## src/rtl/cipu_pkg.sv

```systemverilog
//------------------------------------------------------------------------------
// Module   : cipu_pkg
// Purpose  : Shared state, readback-select and ASCII constants for the collector.
// Revision : 1.0
//------------------------------------------------------------------------------
`default_nettype none

package cipu_pkg;

  typedef enum logic [1:0] {
    ST_COLLECT = 2'd0,
    ST_DONE    = 2'd1
  } state_e;

  localparam logic [1:0] SEL_PEOPLE = 2'd0;
  localparam logic [1:0] SEL_LIFO   = 2'd1;
  localparam logic [1:0] SEL_FIFO2  = 2'd2;
  localparam logic [1:0] SEL_GROUP  = 2'd3;

  localparam logic [7:0] CHR_A = 8'h41;
  localparam logic [7:0] CHR_Z = 8'h5A;
  localparam logic [7:0] CHR_0 = 8'h30;
  localparam logic [7:0] CHR_9 = 8'h39;

  function automatic logic is_upper(input logic [7:0] c);
    return (c >= CHR_A) && (c <= CHR_Z);
  endfunction

  function automatic logic is_digit(input logic [7:0] c);
    return (c >= CHR_0) && (c <= CHR_9);
  endfunction

endpackage

`default_nettype wire

```

## src/rtl/cipu_byte_buf.sv

```systemverilog
//------------------------------------------------------------------------------
// Module   : cipu_byte_buf
// Purpose  : Append-only byte buffer with saturating count and bounded async read.
// Revision : 1.0
//------------------------------------------------------------------------------
`default_nettype none

module cipu_byte_buf
  import cipu_pkg::*;
#(
  parameter int DEPTH = 32,
  parameter int AW    = 5
) (
  input  logic          clk,
  input  logic          rst,
  input  logic          clr_i,
  input  logic          we_i,
  input  logic [7:0]    wdata_i,
  input  logic [AW-1:0] rd_addr_i,
  output logic [7:0]    rd_data_o,
  output logic [AW:0]   cnt_o,
  output logic          ovf_o
);

  localparam logic [AW:0] C_FULL = (AW+1)'(DEPTH);
  localparam logic [AW:0] C_ONE  = (AW+1)'(1);

  logic [7:0]  mem_q [DEPTH];
  logic [AW:0] cnt_q, cnt_d;
  logic        full;
  logic        wr_en;

  assign full  = (cnt_q == C_FULL);
  assign wr_en = we_i & ~full & ~clr_i;
  assign ovf_o = we_i & full & ~clr_i;

  always_comb begin
    cnt_d = cnt_q;
    if (clr_i) begin
      cnt_d = '0;
    end else if (wr_en) begin
      cnt_d = cnt_q + C_ONE;
    end
  end

  always_ff @(posedge clk) begin
    if (!rst) begin
      cnt_q <= '0;
    end else begin
      cnt_q <= cnt_d;
    end
  end

  // Storage is never reset; the count alone defines which entries are valid.
  always_ff @(posedge clk) begin
    if (wr_en) begin
      mem_q[cnt_q[AW-1:0]] <= wdata_i;
    end
  end

  assign rd_data_o = ({1'b0, rd_addr_i} < cnt_q) ? mem_q[rd_addr_i] : 8'h00;
  assign cnt_o     = cnt_q;

endmodule

`default_nettype wire

```

## src/rtl/cipu_out_collector.sv

```systemverilog
//------------------------------------------------------------------------------
// Module   : cipu_out_collector
// Purpose  : Captures people/LIFO/FIFO2 output streams and group boundaries of
//            the check-in/pickup unit, freezes them on completion for readback.
//            Optional character checking enabled by CIPU_COLLECT_CHK_EN.
// Revision : 1.0
//------------------------------------------------------------------------------
`default_nettype none

module cipu_out_collector
  import cipu_pkg::*;
#(
  parameter int DEPTH  = 32,
  parameter int AW     = 5,
  parameter int GDEPTH = 16,
  parameter int GAW    = 4
) (
  input  logic          clk,
  input  logic          rst,
  input  logic          valid_fifo,
  input  logic          valid_lifo,
  input  logic          valid_fifo2,
  input  logic [7:0]    people_thing_out,
  input  logic [7:0]    thing_out,
  input  logic          done_thing,
  input  logic          done_fifo,
  input  logic          done_lifo,
  input  logic          done_fifo2,
  input  logic          clear,
  input  logic [1:0]    rd_sel,
  input  logic [AW-1:0] rd_addr,
  output logic [7:0]    rd_data,
  output logic [AW:0]   people_cnt,
  output logic [AW:0]   lifo_cnt,
  output logic [AW:0]   fifo2_cnt,
  output logic [GAW:0]  group_cnt,
  output logic          all_done,
  output logic          err_overflow,
  output logic          err_protocol,
  output logic          err_char
);

  state_e state_q, state_d;

  logic done_thing_q, done_fifo_q, done_lifo_q, done_fifo2_q;
  logic fin_fifo_q, fin_fifo_d;
  logic fin_lifo_q, fin_lifo_d;
  logic fin_fifo2_q, fin_fifo2_d;
  logic err_ovf_q, err_ovf_d;
  logic err_proto_q, err_proto_d;
  logic [7:0] rd_data_q, rd_data_d;

  logic collect;
  logic people_we, lifo_we, fifo2_we, group_we;
  logic people_ovf, lifo_ovf, fifo2_ovf, group_ovf;
  logic lifo_wr_ok;
  logic conflict, late;
  logic [AW:0] lifo_next;
  logic [7:0]  people_rd, lifo_rd, fifo2_rd, group_rd;

  assign collect   = (state_q == ST_COLLECT) & ~clear;
  assign people_we = collect & valid_fifo;
  assign lifo_we   = collect & valid_lifo & ~valid_fifo2;
  assign fifo2_we  = collect & valid_fifo2 & ~valid_lifo;
  assign group_we  = collect & done_thing & ~done_thing_q;
  assign conflict  = collect & valid_lifo & valid_fifo2;
  assign late      = collect & ((valid_fifo  & fin_fifo_q) |
                                (valid_lifo  & fin_lifo_q) |
                                (valid_fifo2 & fin_fifo2_q));

  // A boundary in the same cycle as a LIFO beat records the post-write count.
  assign lifo_wr_ok = lifo_we & ~lifo_ovf;
  assign lifo_next  = lifo_cnt + (AW+1)'(lifo_wr_ok);

  cipu_byte_buf #(.DEPTH(DEPTH), .AW(AW)) u_people (
    .clk(clk), .rst(rst), .clr_i(clear), .we_i(people_we),
    .wdata_i(people_thing_out), .rd_addr_i(rd_addr), .rd_data_o(people_rd),
    .cnt_o(people_cnt), .ovf_o(people_ovf)
  );

  cipu_byte_buf #(.DEPTH(DEPTH), .AW(AW)) u_lifo (
    .clk(clk), .rst(rst), .clr_i(clear), .we_i(lifo_we),
    .wdata_i(thing_out), .rd_addr_i(rd_addr), .rd_data_o(lifo_rd),
    .cnt_o(lifo_cnt), .ovf_o(lifo_ovf)
  );

  cipu_byte_buf #(.DEPTH(DEPTH), .AW(AW)) u_fifo2 (
    .clk(clk), .rst(rst), .clr_i(clear), .we_i(fifo2_we),
    .wdata_i(thing_out), .rd_addr_i(rd_addr), .rd_data_o(fifo2_rd),
    .cnt_o(fifo2_cnt), .ovf_o(fifo2_ovf)
  );

  cipu_byte_buf #(.DEPTH(GDEPTH), .AW(GAW)) u_group (
    .clk(clk), .rst(rst), .clr_i(clear), .we_i(group_we),
    .wdata_i(8'(lifo_next)), .rd_addr_i(rd_addr[GAW-1:0]), .rd_data_o(group_rd),
    .cnt_o(group_cnt), .ovf_o(group_ovf)
  );

  always_comb begin
    state_d     = state_q;
    fin_fifo_d  = fin_fifo_q;
    fin_lifo_d  = fin_lifo_q;
    fin_fifo2_d = fin_fifo2_q;
    err_ovf_d   = err_ovf_q;
    err_proto_d = err_proto_q;
    if (clear) begin
      state_d     = ST_COLLECT;
      fin_fifo_d  = 1'b0;
      fin_lifo_d  = 1'b0;
      fin_fifo2_d = 1'b0;
      err_ovf_d   = 1'b0;
      err_proto_d = 1'b0;
    end else begin
      case (state_q)
        ST_COLLECT: begin
          fin_fifo_d  = fin_fifo_q  | (done_fifo  & ~done_fifo_q);
          fin_lifo_d  = fin_lifo_q  | (done_lifo  & ~done_lifo_q);
          fin_fifo2_d = fin_fifo2_q | (done_fifo2 & ~done_fifo2_q);
          if (conflict | late) begin
            err_proto_d = 1'b1;
          end
          if (people_ovf | lifo_ovf | fifo2_ovf | group_ovf) begin
            err_ovf_d = 1'b1;
          end
          if (fin_fifo_q & fin_lifo_q & fin_fifo2_q) begin
            state_d = ST_DONE;
          end
        end
        ST_DONE: begin
          state_d = ST_DONE;
        end
        default: begin
          state_d = ST_COLLECT;
        end
      endcase
    end
  end

  always_comb begin
    rd_data_d = 8'h00;
    case (rd_sel)
      SEL_PEOPLE: rd_data_d = people_rd;
      SEL_LIFO:   rd_data_d = lifo_rd;
      SEL_FIFO2:  rd_data_d = fifo2_rd;
      default:    rd_data_d = group_rd;
    endcase
  end

  always_ff @(posedge clk) begin
    if (!rst) begin
      state_q      <= ST_COLLECT;
      done_thing_q <= 1'b0;
      done_fifo_q  <= 1'b0;
      done_lifo_q  <= 1'b0;
      done_fifo2_q <= 1'b0;
      fin_fifo_q   <= 1'b0;
      fin_lifo_q   <= 1'b0;
      fin_fifo2_q  <= 1'b0;
      err_ovf_q    <= 1'b0;
      err_proto_q  <= 1'b0;
      rd_data_q    <= 8'h00;
    end else begin
      state_q      <= state_d;
      done_thing_q <= done_thing;
      done_fifo_q  <= done_fifo;
      done_lifo_q  <= done_lifo;
      done_fifo2_q <= done_fifo2;
      fin_fifo_q   <= fin_fifo_d;
      fin_lifo_q   <= fin_lifo_d;
      fin_fifo2_q  <= fin_fifo2_d;
      err_ovf_q    <= err_ovf_d;
      err_proto_q  <= err_proto_d;
      rd_data_q    <= rd_data_d;
    end
  end

`ifdef CIPU_COLLECT_CHK_EN
  logic people_wr_ok, fifo2_wr_ok, bad_char;
  logic err_char_q, err_char_d;

  assign people_wr_ok = people_we & ~people_ovf;
  assign fifo2_wr_ok  = fifo2_we & ~fifo2_ovf;
  assign bad_char     = (people_wr_ok & ~is_upper(people_thing_out)) |
                        ((lifo_wr_ok | fifo2_wr_ok) & ~is_digit(thing_out));

  always_comb begin
    err_char_d = err_char_q;
    if (clear) begin
      err_char_d = 1'b0;
    end else if (bad_char) begin
      err_char_d = 1'b1;
    end
  end

  always_ff @(posedge clk) begin
    if (!rst) begin
      err_char_q <= 1'b0;
    end else begin
      err_char_q <= err_char_d;
    end
  end

  assign err_char = err_char_q;
`else
  assign err_char = 1'b0;
`endif

  assign rd_data      = rd_data_q;
  assign all_done     = (state_q == ST_DONE);
  assign err_overflow = err_ovf_q;
  assign err_protocol = err_proto_q;

endmodule

`default_nettype wire

```

## config.mk

```make
export PLATFORM = sky130hd
export DESIGN_NAME = cipu_out_collector
export DESIGN_NICKNAME = d
export VERILOG_FILES = /design/src/rtl/cipu_pkg.sv /design/src/rtl/cipu_byte_buf.sv /design/src/rtl/cipu_out_collector.sv
export SDC_FILE = /design/constraint.sdc
export NUM_CORES = 1
export LEC_CHECK = 0
export BUFFER_PORTS_ARGS = -buffer_cell sky130_fd_sc_hd__buf_4
export CORE_MARGIN = 2
export CORE_UTILIZATION = 55
export CTS_BUF_LIST = sky130_fd_sc_hd__clkbuf_16
export CTS_CLUSTER_SIZE = 24
export DETAILED_ROUTE_END_ITERATION = 8
export GPL_TIMING_DRIVEN = 1
export MAX_ROUTING_LAYER = met4
export PLACE_DENSITY = 0.77
export SLEW_MARGIN = 20
export SYNTH_ARGS = -nofsm -noshare
export SYNTH_HDL_FRONTEND = slang
export SYNTH_SLANG_ARGS = --single-unit
```

## constraint.sdc

```tcl
create_clock -name clk -period 2.4 [get_ports clk]
set_clock_uncertainty 0.1 [all_clocks]
set_input_delay 0.24 -clock clk [delete_from_list [all_inputs] [get_ports clk]]
set_output_delay 0.24 -clock clk [all_outputs]
set_load 0.1 [all_outputs]
```

==> metrics.md <==
| Metric | Value |
|---|---|
| Post-DP HPWL | just under 60000 microns |
| Layout cells sized above 1 | 0.349 |
| Critical path class | reg -> reg |
| Pwr per Cell Area | ~740 nW/um^2 |
| Initial antenna violation count | 0 |
| N_diodes | 0 |
| Site Rows | 93 |
| Comb pwr share | 0.059 |
| Fill cells | 3986 |
| Initial Util | 0.557 |
| Worst Reg-to-Reg Cells | 12 |
| RSZ-0062 raised after global routing | yes |
| Number of synthesized flops with an enable pin | 864 |
| Slew Viols, Final | 0 |
| Failing checks | setup timing |
| Antenna viol nets, final | 0 |
| Vias in the first global route | between 20000 and 25000 |
| Internal Dissipation | around 25 mW |
| Setup violators final | 1 |
| Vias | between 20000 and 25000 |
| Most used cell, CP | buf_4 |
| Fmax | 416 MHz |
| Starting DRT DRC Count | 2639 |
| Total grt overflow | 0 |
| Average size of a mapped cell | approximately 19 sq um |
| Layout area overhead | 19.1% |
| DR WL/cell | approximately 29 microns |
| Ys async rst share | 0 |
| Leakage power | about 14 nW |
| Crit. End Element | register |
| Worst r2r src | u_lifo.cnt_o[1] |
| Register clock-pin slew on the reported worst setup and hold paths | ~0.060 ns |
| Synthesized area | 36000 sq um |
| Max VDD drop | around 680 uV |
| NetSw | a little under 7 mW |
| Total CTS buffers | 84 |
| Final wirelength | roughly 90000 microns |
| Status | finished, violations left |
| Library cells used by synthesis | 60 |
| Gpl congestion | 0.949 |
| Maximum clock path buffer count | 3 |
| Req. time, crit path | between 2 and 3 ns |
| Ys Warns | 0 |
| Slowest-stage cell, CP | dfxtp_4 |
| Max-slew headroom | 0.443 |
| Sw frac | 0.214 |
| Most common cell after layout, fill and taps aside | edfxtp_1 |
| Via density | between 6 and 7 |
| Main synth FF type | edfxtp_1 |
| Final core utilization | 0.663 |
| Later-pin clock latency in the skew report | about 0.63 ns |
| Die Wd | between 200 and 300 microns |
| Crit-path max cell delay | about 0.34 ns |
| Synthesized flop and latch total | between 900 and 1000 |
| WHS Path Cells | 1 |
| Synth Instances | between 1500 and 2000 |
| Slew @ Worst Pin | approximately 0.83 ns |
| Die height | roughly 260 microns |
| Area of the core | ~65000 sq um |
| Hold/Removal Path Class | in -> reg |
| Die ar. | 67400 sq um |
| Hold Startpoint | thing_out[4] |
| PortBufs | 66 |
| Total GRT Usage | 0.280 |
| First-pass DRT Iterations | 5 |
| Clk network pwr share | 0.398 |
| Sequential power share | 0.544 |
| Final net count | 2272 |
| CP cell instances | inv_1, buf_4, ha_1, a211oi_1, buf_4, o211ai_1, buf_4, a21oi_1, buf_4, nor4_2, buf_4, a21boi_1 |
| Final Hold Viols | 0 |
| H-tree lvl count | 3 |
| Syn Nets | 1914 |
| CTS tree | done |
| Drt drc | 0 |
| Pre-CTS WS | -0.546 ns |
| Fin crit share | 1.00 |
| R2r endpoint | rd_data[6] |
| Sequential fraction of the synthesis area | 0.744 |
| I/O pin total | approximately 70 |
| Final critical-path required period | between 2 and 2.5 ns |
| Largest net degree at the start of global routing | between 60 and 70 |
| R2r setup slk | -0.003 ns |
| Final WS setup | -0.00304 ns |
| Hold Path Sink | u_fifo2.mem_q[4][4] |
| Worst hold slack | 0.0869 ns |
| Arrival @ worst endpoint | 2.88 ns |
| Clock root buffer | clkbuf_16 |
| Commonest cells after routing, fill and taps aside | edfxtp_1 (864), buf_4 (304), mux4_2 (197), clkbuf_16 (86), nor2_1 (75) |
| Critical Path Fanout Max | 4 |
| # clock sinks | a little over 900 |
| Startpoint Class | register |
| Number of max-cap violations | 0 |
| First-pass GRT wire length | between 100000 and 150000 microns |
## sequential cells by signal, summed over array words and instances, names as in the netlist, 5 cells and up
signal,cells
u_group.cnt_o,5
u_people.cnt_o,6
u_fifo2.mem_q,256
u_group.mem_q,96
u_people.mem_q,256
u_lifo.cnt_o,6
u_lifo.mem_q,256
u_fifo2.cnt_o,6
rd_data,8
## what timing repair did
item | 4_1_cts | 5_1_grt
hold buffers | 21 | 0
endpoints found under the setup margin | 210 | 314
hold endpoints to repair | 269 | 0
setup buffers | 2 | 5
pin swaps | 2 | 6
gates resized for setup | 37 | 59
## cell type report
type | instances | area, sq um | area share
clock buffer | 86 | 2150 | 0.0502
clock inverter | 71 | 443 | 0.0103
inverter | 39 | 149 | 0.00348
multi-input combinational | 815 | 8990 | 0.210
sequential | 905 | 26800 | 0.626
tap | 855 | 1070 | 0.0250
timing repair buffer | 361 | 3200 | 0.0748
## worst max-delay path by stage
| stage | start | end | slack (ns) | cells after the start |
|---|---|---|---|---|
| 6_report | u_lifo.cnt_o[1] | rd_data[6] | -0.003 | 12 |
| 5_1_grt | u_lifo.cnt_o[1] | rd_data[6] | -0.07 | 12 |
| 3_5_place_dp | rd_addr[0] | rd_data[2] | -0.55 | 8 |
| 3_3_place_gp | rd_addr[0] | rd_data[2] | -0.48 | 8 |
| 4_1_cts | u_lifo.cnt_o[0] | u_lifo.mem_q[15][6] | -0.01 | 6 |
| 2_1_floorplan | u_lifo.cnt_o[3] | u_group.mem_q[0][4] | -0.02 | 9 |
## per-layer routing
layer,wire (microns),GRT usage,up-vias
met1,34200,0.382,10448
met3,9250,0.0481,178
met4,2790,0.0950,0
met2,44200,0.436,1329
li1,-,-,8283
met5,0,-,-
## metrics by stage
stage	instances	total power, mW	cell area [sq um]	setup TNS, ns
after floorplan	1848	18.6	36200	-0.330
after global placement	2947	19.4	39600	-6.06
after detailed placement	2947	19.4	39600	-14.59
after CTS	3127	31.8	42600	-0.122
after global routing	3132	32.6	42800	-0.278
final	3132	31.8	42800	-0.00304
## logic make-up (layout without fill, tap and decap cells)
logic type      Yosys count  after routing  synth area share
buf+inv                 128            557            0.0199
fa+ha+maj                33             33            0.0115
xor+xnor                 22             22           0.00536
flops                   905            905             0.744
mux                     266            266             0.143
simple gates            309            309            0.0394
compound gates          184            184            0.0368
other cells               1              1          0.000104
## power by group through the flow
stage | Combinational, mW | Sequential, mW | Clock [mW]
finish | 1.87 | 17.3 | 12.7
global route | 1.96 | 17.3 | 13.3
CTS | 1.83 | 17.3 | 12.7
detailed placement | 1.78 | 17.6 | 0
global placement | 1.73 | 17.6 | 0
floorplan | 0.866 | 17.7 | 0
## synth_stat cells, drive strengths merged, types with 15 or more instances
master / count / area (sq um)
edfxtp: 864 / 25900
buf: 68 / 489
a21oi: 38 / 190
clkbuf: 21 / 78.8
nor3: 30 / 150
mux4: 197 / 4440
xnor2: 21 / 184
nand2: 35 / 134
dfxtp: 41 / 821
o21ai: 15 / 75.1
nand3: 33 / 165
nor2: 149 / 559
a22oi: 53 / 398
inv: 35 / 131
ha: 33 / 413
mux2i: 68 / 681
a221oi: 16 / 165
## critical path: cells and delay by family, from the launching register on
family,cells,cell delay [ns]
fa+ha+maj,1,0.27
buf+inv,6,0.86
compound gates,4,0.75
simple gates,1,0.04
flops,1,0.34
Power figures use the tool's default switching activity.
